[src/rtl/alu_issue_if.sv]
// Handshake and operand bundle between the decode/issue stage, its upstream
// instruction source and the downstream ALU.
interface alu_issue_if;
  logic        in_valid;
  logic        in_ready;
  logic [31:0] instr;
  logic [31:0] pc;
  logic [31:0] rs1_data;
  logic [31:0] rs2_data;
  logic        flush;
  logic        out_valid;
  logic        out_ready;
  logic [31:0] alu_in1;
  logic [31:0] alu_in2;
  logic [3:0]  alu_op;
  logic        illegal;

  modport slave (
    input  in_valid, instr, pc, rs1_data, rs2_data, flush, out_ready,
    output in_ready, out_valid, alu_in1, alu_in2, alu_op, illegal
  );

  modport master (
    output in_valid, instr, pc, rs1_data, rs2_data, flush, out_ready,
    input  in_ready, out_valid, alu_in1, alu_in2, alu_op, illegal
  );
endinterface

[src/rtl/alu_issue_stage.sv]
// RV32I ALU issue stage: decodes an instruction into registered ALU operands/op.
// Optional one-entry skid buffer enabled by defining ALU_ISSUE_SKID_EN.
module alu_issue_stage #(
  parameter logic [3:0] ILLEGAL_OP = 4'b0000
) (
  input logic        clk,
  input logic        reset,
  alu_issue_if.slave bus
);

  localparam logic [6:0] OPC_OP     = 7'b0110011;
  localparam logic [6:0] OPC_OP_IMM = 7'b0010011;
  localparam logic [6:0] OPC_LUI    = 7'b0110111;
  localparam logic [6:0] OPC_AUIPC  = 7'b0010111;
  localparam logic [6:0] OPC_LOAD   = 7'b0000011;
  localparam logic [6:0] OPC_STORE  = 7'b0100011;

  typedef struct packed {
    logic [31:0] in1;
    logic [31:0] in2;
    logic [3:0]  op;
    logic        ill;
  } entry_t;

  function automatic logic [3:0] map_op(input logic [2:0] f3, input logic alt);
    case (f3)
      3'b000:  map_op = alt ? 4'b0001 : 4'b0000;
      3'b001:  map_op = 4'b0010;
      3'b010:  map_op = 4'b0011;
      3'b011:  map_op = 4'b0100;
      3'b100:  map_op = 4'b0101;
      3'b101:  map_op = alt ? 4'b0111 : 4'b0110;
      3'b110:  map_op = 4'b1000;
      default: map_op = 4'b1001;
    endcase
  endfunction

  logic [6:0]  opcode;
  logic [2:0]  f3;
  logic [6:0]  f7;
  logic        is_shift;
  logic [31:0] imm_i, imm_s, imm_u;
  entry_t      dec;

  assign opcode   = bus.instr[6:0];
  assign f3       = bus.instr[14:12];
  assign f7       = bus.instr[31:25];
  assign is_shift = (f3 == 3'b001) || (f3 == 3'b101);
  assign imm_i    = {{20{bus.instr[31]}}, bus.instr[31:20]};
  assign imm_s    = {{20{bus.instr[31]}}, bus.instr[31:25], bus.instr[11:7]};
  assign imm_u    = {bus.instr[31:12], 12'b0};

  always_comb begin
    dec = '0;
    case (opcode)
      OPC_OP: begin
        dec.in1 = bus.rs1_data;
        dec.in2 = is_shift ? {27'b0, bus.rs2_data[4:0]} : bus.rs2_data;
        dec.op  = map_op(f3, bus.instr[30]);
        dec.ill = !((f7 == 7'b0000000) ||
                    (f7 == 7'b0100000 && (f3 == 3'b000 || f3 == 3'b101)));
      end
      OPC_OP_IMM: begin
        dec.in1 = bus.rs1_data;
        dec.in2 = is_shift ? {27'b0, bus.instr[24:20]} : imm_i;
        // Only srai/srli use instr[30]; addi never becomes sub.
        dec.op  = map_op(f3, (f3 == 3'b101) && bus.instr[30]);
        dec.ill = (f3 == 3'b001 && f7 != 7'b0000000) ||
                  (f3 == 3'b101 && f7 != 7'b0000000 && f7 != 7'b0100000);
      end
      OPC_LUI:   dec.in2 = imm_u;
      OPC_AUIPC: begin
        dec.in1 = bus.pc;
        dec.in2 = imm_u;
      end
      OPC_LOAD: begin
        dec.in1 = bus.rs1_data;
        dec.in2 = imm_i;
      end
      OPC_STORE: begin
        dec.in1 = bus.rs1_data;
        dec.in2 = imm_s;
      end
      default: dec.ill = 1'b1;
    endcase
    if (dec.ill) begin
      dec.in1 = '0;
      dec.in2 = '0;
      dec.op  = ILLEGAL_OP;
    end
  end

  entry_t out_q;
  logic   out_valid_q;
  logic   ready;
  logic   take_in;

  assign take_in       = bus.in_valid && ready && !bus.flush;
  assign bus.in_ready  = ready;
  assign bus.out_valid = out_valid_q;
  assign bus.alu_in1   = out_q.in1;
  assign bus.alu_in2   = out_q.in2;
  assign bus.alu_op    = out_q.op;
  assign bus.illegal   = out_q.ill;

`ifdef ALU_ISSUE_SKID_EN
  entry_t skid_q;
  logic   skid_full;

  assign ready = !skid_full || bus.flush;

  always_ff @(posedge clk) begin
    if (reset) begin
      out_q       <= '0;
      out_valid_q <= 1'b0;
      skid_q      <= '0;
      skid_full   <= 1'b0;
    end else if (bus.flush) begin
      out_valid_q <= 1'b0;
      skid_full   <= 1'b0;
    end else if (!out_valid_q || bus.out_ready) begin
      // Skid is full only while in_ready is low, so it never races a new accept.
      if (skid_full) begin
        out_q       <= skid_q;
        out_valid_q <= 1'b1;
        skid_full   <= 1'b0;
      end else if (take_in) begin
        out_q       <= dec;
        out_valid_q <= 1'b1;
      end else begin
        out_valid_q <= 1'b0;
      end
    end else if (take_in) begin
      skid_q    <= dec;
      skid_full <= 1'b1;
    end
  end
`else
  assign ready = bus.flush || !out_valid_q || bus.out_ready;

  always_ff @(posedge clk) begin
    if (reset) begin
      out_q       <= '0;
      out_valid_q <= 1'b0;
    end else if (bus.flush) begin
      out_valid_q <= 1'b0;
    end else if (take_in) begin
      out_q       <= dec;
      out_valid_q <= 1'b1;
    end else if (bus.out_ready) begin
      out_valid_q <= 1'b0;
    end
  end
`endif

endmodule
[src/flat_wrapper.sv]
// flat-port wrapper written by rule: the top's interface ports become plain ports
module alu_issue_stage_flat 
#(
  parameter logic [3:0] ILLEGAL_OP = 4'b0000
)
  (clk, reset, bus_in_valid, bus_instr, bus_pc, bus_rs1_data, bus_rs2_data, bus_flush, bus_out_ready, bus_in_ready, bus_out_valid, bus_alu_in1, bus_alu_in2, bus_alu_op, bus_illegal);
  alu_issue_if bus_i ();
  input logic clk;
  input logic reset;
  input wire logic [$bits(bus_i.in_valid)-1:0] bus_in_valid;
  input wire logic [$bits(bus_i.instr)-1:0] bus_instr;
  input wire logic [$bits(bus_i.pc)-1:0] bus_pc;
  input wire logic [$bits(bus_i.rs1_data)-1:0] bus_rs1_data;
  input wire logic [$bits(bus_i.rs2_data)-1:0] bus_rs2_data;
  input wire logic [$bits(bus_i.flush)-1:0] bus_flush;
  input wire logic [$bits(bus_i.out_ready)-1:0] bus_out_ready;
  output wire logic [$bits(bus_i.in_ready)-1:0] bus_in_ready;
  output wire logic [$bits(bus_i.out_valid)-1:0] bus_out_valid;
  output wire logic [$bits(bus_i.alu_in1)-1:0] bus_alu_in1;
  output wire logic [$bits(bus_i.alu_in2)-1:0] bus_alu_in2;
  output wire logic [$bits(bus_i.alu_op)-1:0] bus_alu_op;
  output wire logic [$bits(bus_i.illegal)-1:0] bus_illegal;
  assign bus_i.in_valid = bus_in_valid;
  assign bus_i.instr = bus_instr;
  assign bus_i.pc = bus_pc;
  assign bus_i.rs1_data = bus_rs1_data;
  assign bus_i.rs2_data = bus_rs2_data;
  assign bus_i.flush = bus_flush;
  assign bus_i.out_ready = bus_out_ready;
  assign bus_in_ready = bus_i.in_ready;
  assign bus_out_valid = bus_i.out_valid;
  assign bus_alu_in1 = bus_i.alu_in1;
  assign bus_alu_in2 = bus_i.alu_in2;
  assign bus_alu_op = bus_i.alu_op;
  assign bus_illegal = bus_i.illegal;
  alu_issue_stage #(.ILLEGAL_OP(ILLEGAL_OP)) u_core (.clk(clk), .reset(reset), .bus(bus_i));
endmodule
[config.mk]
export PLATFORM = sky130hd
export DESIGN_NAME = alu_issue_stage_flat
export DESIGN_NICKNAME = d
export VERILOG_FILES = /design/src/rtl/alu_issue_if.sv /design/src/rtl/alu_issue_stage.sv /design/src/flat_wrapper.sv
export SDC_FILE = /design/constraint.sdc
export NUM_CORES = 1
export LEC_CHECK = 0
export ABC_CLOCK_PERIOD_IN_PS = 4800
export CORE_MARGIN = 2
export CORE_UTILIZATION = 35
export DETAILED_ROUTE_END_ITERATION = 10
export PLACE_DENSITY = 0.74
export SLEW_MARGIN = 20
export SYNTH_ARGS = -nofsm -noshare
export SYNTH_HDL_FRONTEND = slang
export SYNTH_SLANG_ARGS = --single-unit
[constraint.sdc]
create_clock -name clk -period 4.8 [get_ports clk]
set_clock_uncertainty 0.15 [all_clocks]
set_input_delay 0.96 -clock clk [delete_from_list [all_inputs] [get_ports clk]]
set_output_delay 0.96 -clock clk [all_outputs]
set_load 0.05 [all_outputs]
# Yosys cells after proc, flatten, opt, wreduce, memory -nomap -nowiden
# Index checks and enable logic that the tools add are counted.
[totals] reg_bits=70 inputBits=133 output_inout_bits=71 elab_cells=60
[classes] eq_ne=14 muxes=15 bitwise=1 n_reduce_logical=25
[ops] operator="32-bit one-hot mux with 5 select lines" n=1
[ops] operator="68-bit two-way mux" n=1
[ops] operator="32-bit two-way mux" n=2
[ops] operator="32-bit one-hot mux with 2 select lines" n=1
[ops] operator="4-bit one-hot mux with 7 select lines" n=2
[ops] operator="7-bit by 6-bit equality test with 1-bit output (second input constant)" n=4
[ops] operator="7-bit by 5-bit equality test with 1-bit output (second input constant)" n=2
[ops] operator="3-bit equality test (second input constant)" n=3
[ops] operator="4-bit one-hot mux with 2 select lines" n=1
[ops] operator="4-bit OR reduction" n=2
[ops] operator="7-bit by 2-bit equality test with 1-bit output (second input constant)" n=1
[ops] operator="1-bit logical AND" n=7
[ops] operator="7-bit zero test" n=1
[ops] operator="7-bit by 6-bit != test with 1-bit output (second input constant)" n=1
[ops] operator="7-bit nonzero test" n=1
[ops] operator="3-bit by 2-bit equality test with 1-bit output (second input constant)" n=2
[ops] operator="1-bit logical OR" n=6
[ops] operator="1-bit two-way mux" n=6
[ops] operator="2-bit OR reduction" n=2
[ops] operator="3-bit by 1-bit equality test with 1-bit output (second input constant)" n=1
[ops] operator="1-bit zero test" n=3
[ops] operator="3-bit zero test" n=1
[ops] operator="1-bit one-hot mux with 3 select lines" n=1
[ops] operator="2-bit AND reduction" n=1
[ops] operator="other kinds (2)" n=2

# Longest topological paths before layout
[depth] ltp_word=7 mapped_depth=7 mapped_depth_nobuf=5

# Worst setup path after synthesis
# No wires, ideal clock.
[synth_path] kind="input port to output port" from="in bus_out_ready" to="out bus_in_ready" arrival_ps=1522 required_time_ps=3690 path_slack_ps=2168 path_stages=2 n_path_buf=0 cell_sequence="nand2b_1 or2_2"
[synth_between] elab_chain_cells=1
[synth_rtl] element="from (decl)" line="flat_wrapper.sv:16" source="input wire logic [$bits(bus_i.out_ready)-1:0] bus_out_ready;"
[synth_rtl] element="1-bit logical OR" line="alu_issue_stage.sv:139" source="assign ready = bus.flush || !out_valid_q || bus.out_ready;"
[synth_rtl] element="to (decl)" line="flat_wrapper.sv:17" source="output wire logic [$bits(bus_i.in_ready)-1:0] bus_in_ready;"
# No other way between the ends.

# Worst setup path in the final report
# Ends and elaborated chain as after synthesis.

==> results.yml <==
cts:
  root_buffer: "clkbuf_8"
  insertion_delay_ns: 0.34
  post_cts_resized: 0
  cts_hold_buffers: 0
  clockBufferDepth: 2
  clk_pin_slew_ns: 0.07
  cts_tree: "built"
  htreeDepth: 3
  post_cts_buffers: 0
  cts.sinks: 70
  cts_buffers: 9
synthesis:
  ys_ff_latch: 70
  synth_edf_count: 0
  syn_inst: 379
  yosys.area.top_type: "dfxtp_1"
  synth_area_leaders: "dfxtp_1 (38%), o31ai_2 (10%), a22oi_1 (7.9%), nand3b_1 (7.7%), nor3_2 (5.4%)"
  synth.distinct_cells: 45
  yosysWarningCount: 0
  synthArstFlopShare: 0
  synth_flop_cell: "dfxtp_1"
  yosysTopAreaCellShare: 0.379
  synth.most_common_cell: "dfxtp_1"
  ys_top_cells_by_count: "dfxtp_1 (70), a22oi_1 (39), nand3b_1 (38)"
  yosysSeqAreaShare: 0.379
  mappedNetlistNets: 512
  netlist_area_um2: 3690
  synth.avg_cell_area_um2: 9.75
worst_setup_path:
  worstSetupEndpointType: "output port"
  path_cells: "clkdlybuf4s50_1 > nand2b_1 > or2_2 > clkdlybuf4s50_1"
  cp.arrival_ns: 2.56
  setup.worst_path.class: "input port to output port"
  cpLargestDelayFamily: "buffers and inverters"
  critPathBufInv: 2
  max_stage_delay_ns: 0.70
  slowest_stage: "clkdlybuf4s50_1"
  start_kind: "input port"
  path_common_cell: "clkdlybuf4s50_1"
  cp.required_ns: 3.69
  crit_fanout: 3
routing:
  drt_iter0_drc: 153
  drt_pass1_iterations: 4
  wl_met3_mm: 1.36
  highest_layer: "met4"
  drc: 0
  vias_per_cell: 5.36
  wl_mm: 12.0
  drtAntennaViolNets: 0
  wl_met2_mm: 5.62
  via_count: 3745
  met1_length_mm: 4.78
  wl_per_cell_um: 17.2
timing:
  drv_slew: 0
  final-setup-viol-count: 0
  layout_setup_ws_ns: 1.13
  slew_headroom: 0.448
  rsz0062_at_grt: "false"
  worst-slew-pin-transition_ns: 0.829
  fmax_mhz: 272
  min_period_over_period: 0.765
  tns_ns: 0
  post-route-min-period_ns: 3.67
  hold_violations: 0
power_and_ir_drop:
  max-vdd-ir-drop_mv: 0.139
  power_density_nw_per_um2: 232
  power_leakage_nw: 1.99
floorplan:
  io_pins: 204
  fp.dieH_um: 107
  core_um2: 10300
  die_w_um: 107
  die-area_um2: 11400
  row_count: 37
  start_util: 0.360
placement:
  gp_congestion: 0.830
  port_buffers: 203
  hpwl_mm: 8.88
  post-place-ws_ns: 1.13
global_route:
  grt_pass1_wl_mm: 18.6
  grt_pass1_vias: 3669
  gr-total-overflow: 0
  grt_max_degree: 65
  grt_use_total: 0.207
  antenna_found_initial: 0
final_layout:
  area_delta_synth_final_pct: 61.2
  drive_gt1_frac: 0.156
  fillerInstances: 907
  postLayoutCoreUtil: 0.579
  layout.nets: 692
  diodes: 0
run_status:
  status: "finished, final reports clean"
run:
  drv_cap: 0
worst_hold_path:
  hold_path.class: "flop to flop"
[through the flow]
step	power [mW]	instances	cell area, µm²	hold WS, ns
detailed placement	0.901	684	5750	0.297
global route	1.44	699	5960	0.331
CTS	1.40	699	5960	0.313
floorplan	0.748	379	3690	0.521
global placement	0.897	684	5750	0.286
finish	1.38	699	5960	0.309
[kinds of logic (layout without fill, tap and decap cells)]
group / after synthesis / count (layout) / synth area share
AO/OA/AOI/OAI: 130 / 130 / 0.313
AND/OR/NAND/NOR: 129 / 129 / 0.230
flip-flops: 70 / 70 / 0.379
buffers and inverters: 44 / 228 / 0.0620
multiplexers: 5 / 5 / 0.0135
XOR/XNOR: 1 / 1 / 0.00237
[flip-flops by register name, indices dropped and copies added (netlist names)]
signal / flops
u_core.bus.out_valid: 1
u_core.bus.alu_in2: 32
u_core.bus.alu_in1: 32
u_core.bus.alu_op: 4
u_core.bus.illegal: 1
[cell type report]
class	instances	area, µm²	share of cell area
clock buffer	12	165	0.0277
clock inverter	3	42.5	0.00714
inverter	2	7.51	0.00126
multi-input combinational	265	2080	0.349
sequential	70	1400	0.235
tap	136	170	0.0286
timing repair buffer	211	2090	0.351
[final timing paths]
kind | from | endpoint | slack, ns | cells after the start
max | bus_out_ready | bus_in_ready | 1.13 | 4
min | u_core.bus.alu_in2[2] | u_core.bus.alu_in2[2] | 0.31 | 2
max reg2reg | u_core.bus.out_valid | u_core.bus.alu_in2[27] | 2.59 | 6
min reg2reg | u_core.bus.alu_in2[2] | u_core.bus.alu_in2[2] | 0.31 | 2
[power breakdown]
group | internal, mW | switching, mW
registers | 0.592 | 0.00625
clock network | 0.279 | 0.215
logic | 0.149 | 0.141
total | 1.02 | 0.362
[cell usage in the layout (no fill, tap or decap), types with 2 or more instances in the layout]
master,netlist,final
clkdlybuf4s50_1,0,203
dfxtp_1,70,70
a22oi_1,39,39
nand3b_1,38,38
o31ai_2,30,30
nor2_1,29,29
a221oi_1,20,20
nor3_2,20,20
nand2_1,14,14
o21ai_0,13,13
clkbuf_8,0,12
o31ai_1,8,8
buf_4,1,8
nand2b_1,6,5
a21oi_1,5,5
mux2i_1,5,5
and3_1,4,4
nand3_1,3,3
nand4_1,3,3
inv_1,2,2
o21ai_2,2,2
nor2b_2,0,2
o21ai_1,2,2
nor3_1,2,2
[tightest hold or removal path, cell delays in order, from the launching register on]
cell and delay (ns):
dfxtp_1 0.33, nand2_1 0.05, o21ai_0 0.05
[per-layer routing]
layer	global-route usage	up-vias
met3	0.0717	19
met4	0.0881	0
li1	-	1804
met1	0.230	1731
met2	0.357	191
met5	0	-
(Power assumes the default switching activity.)
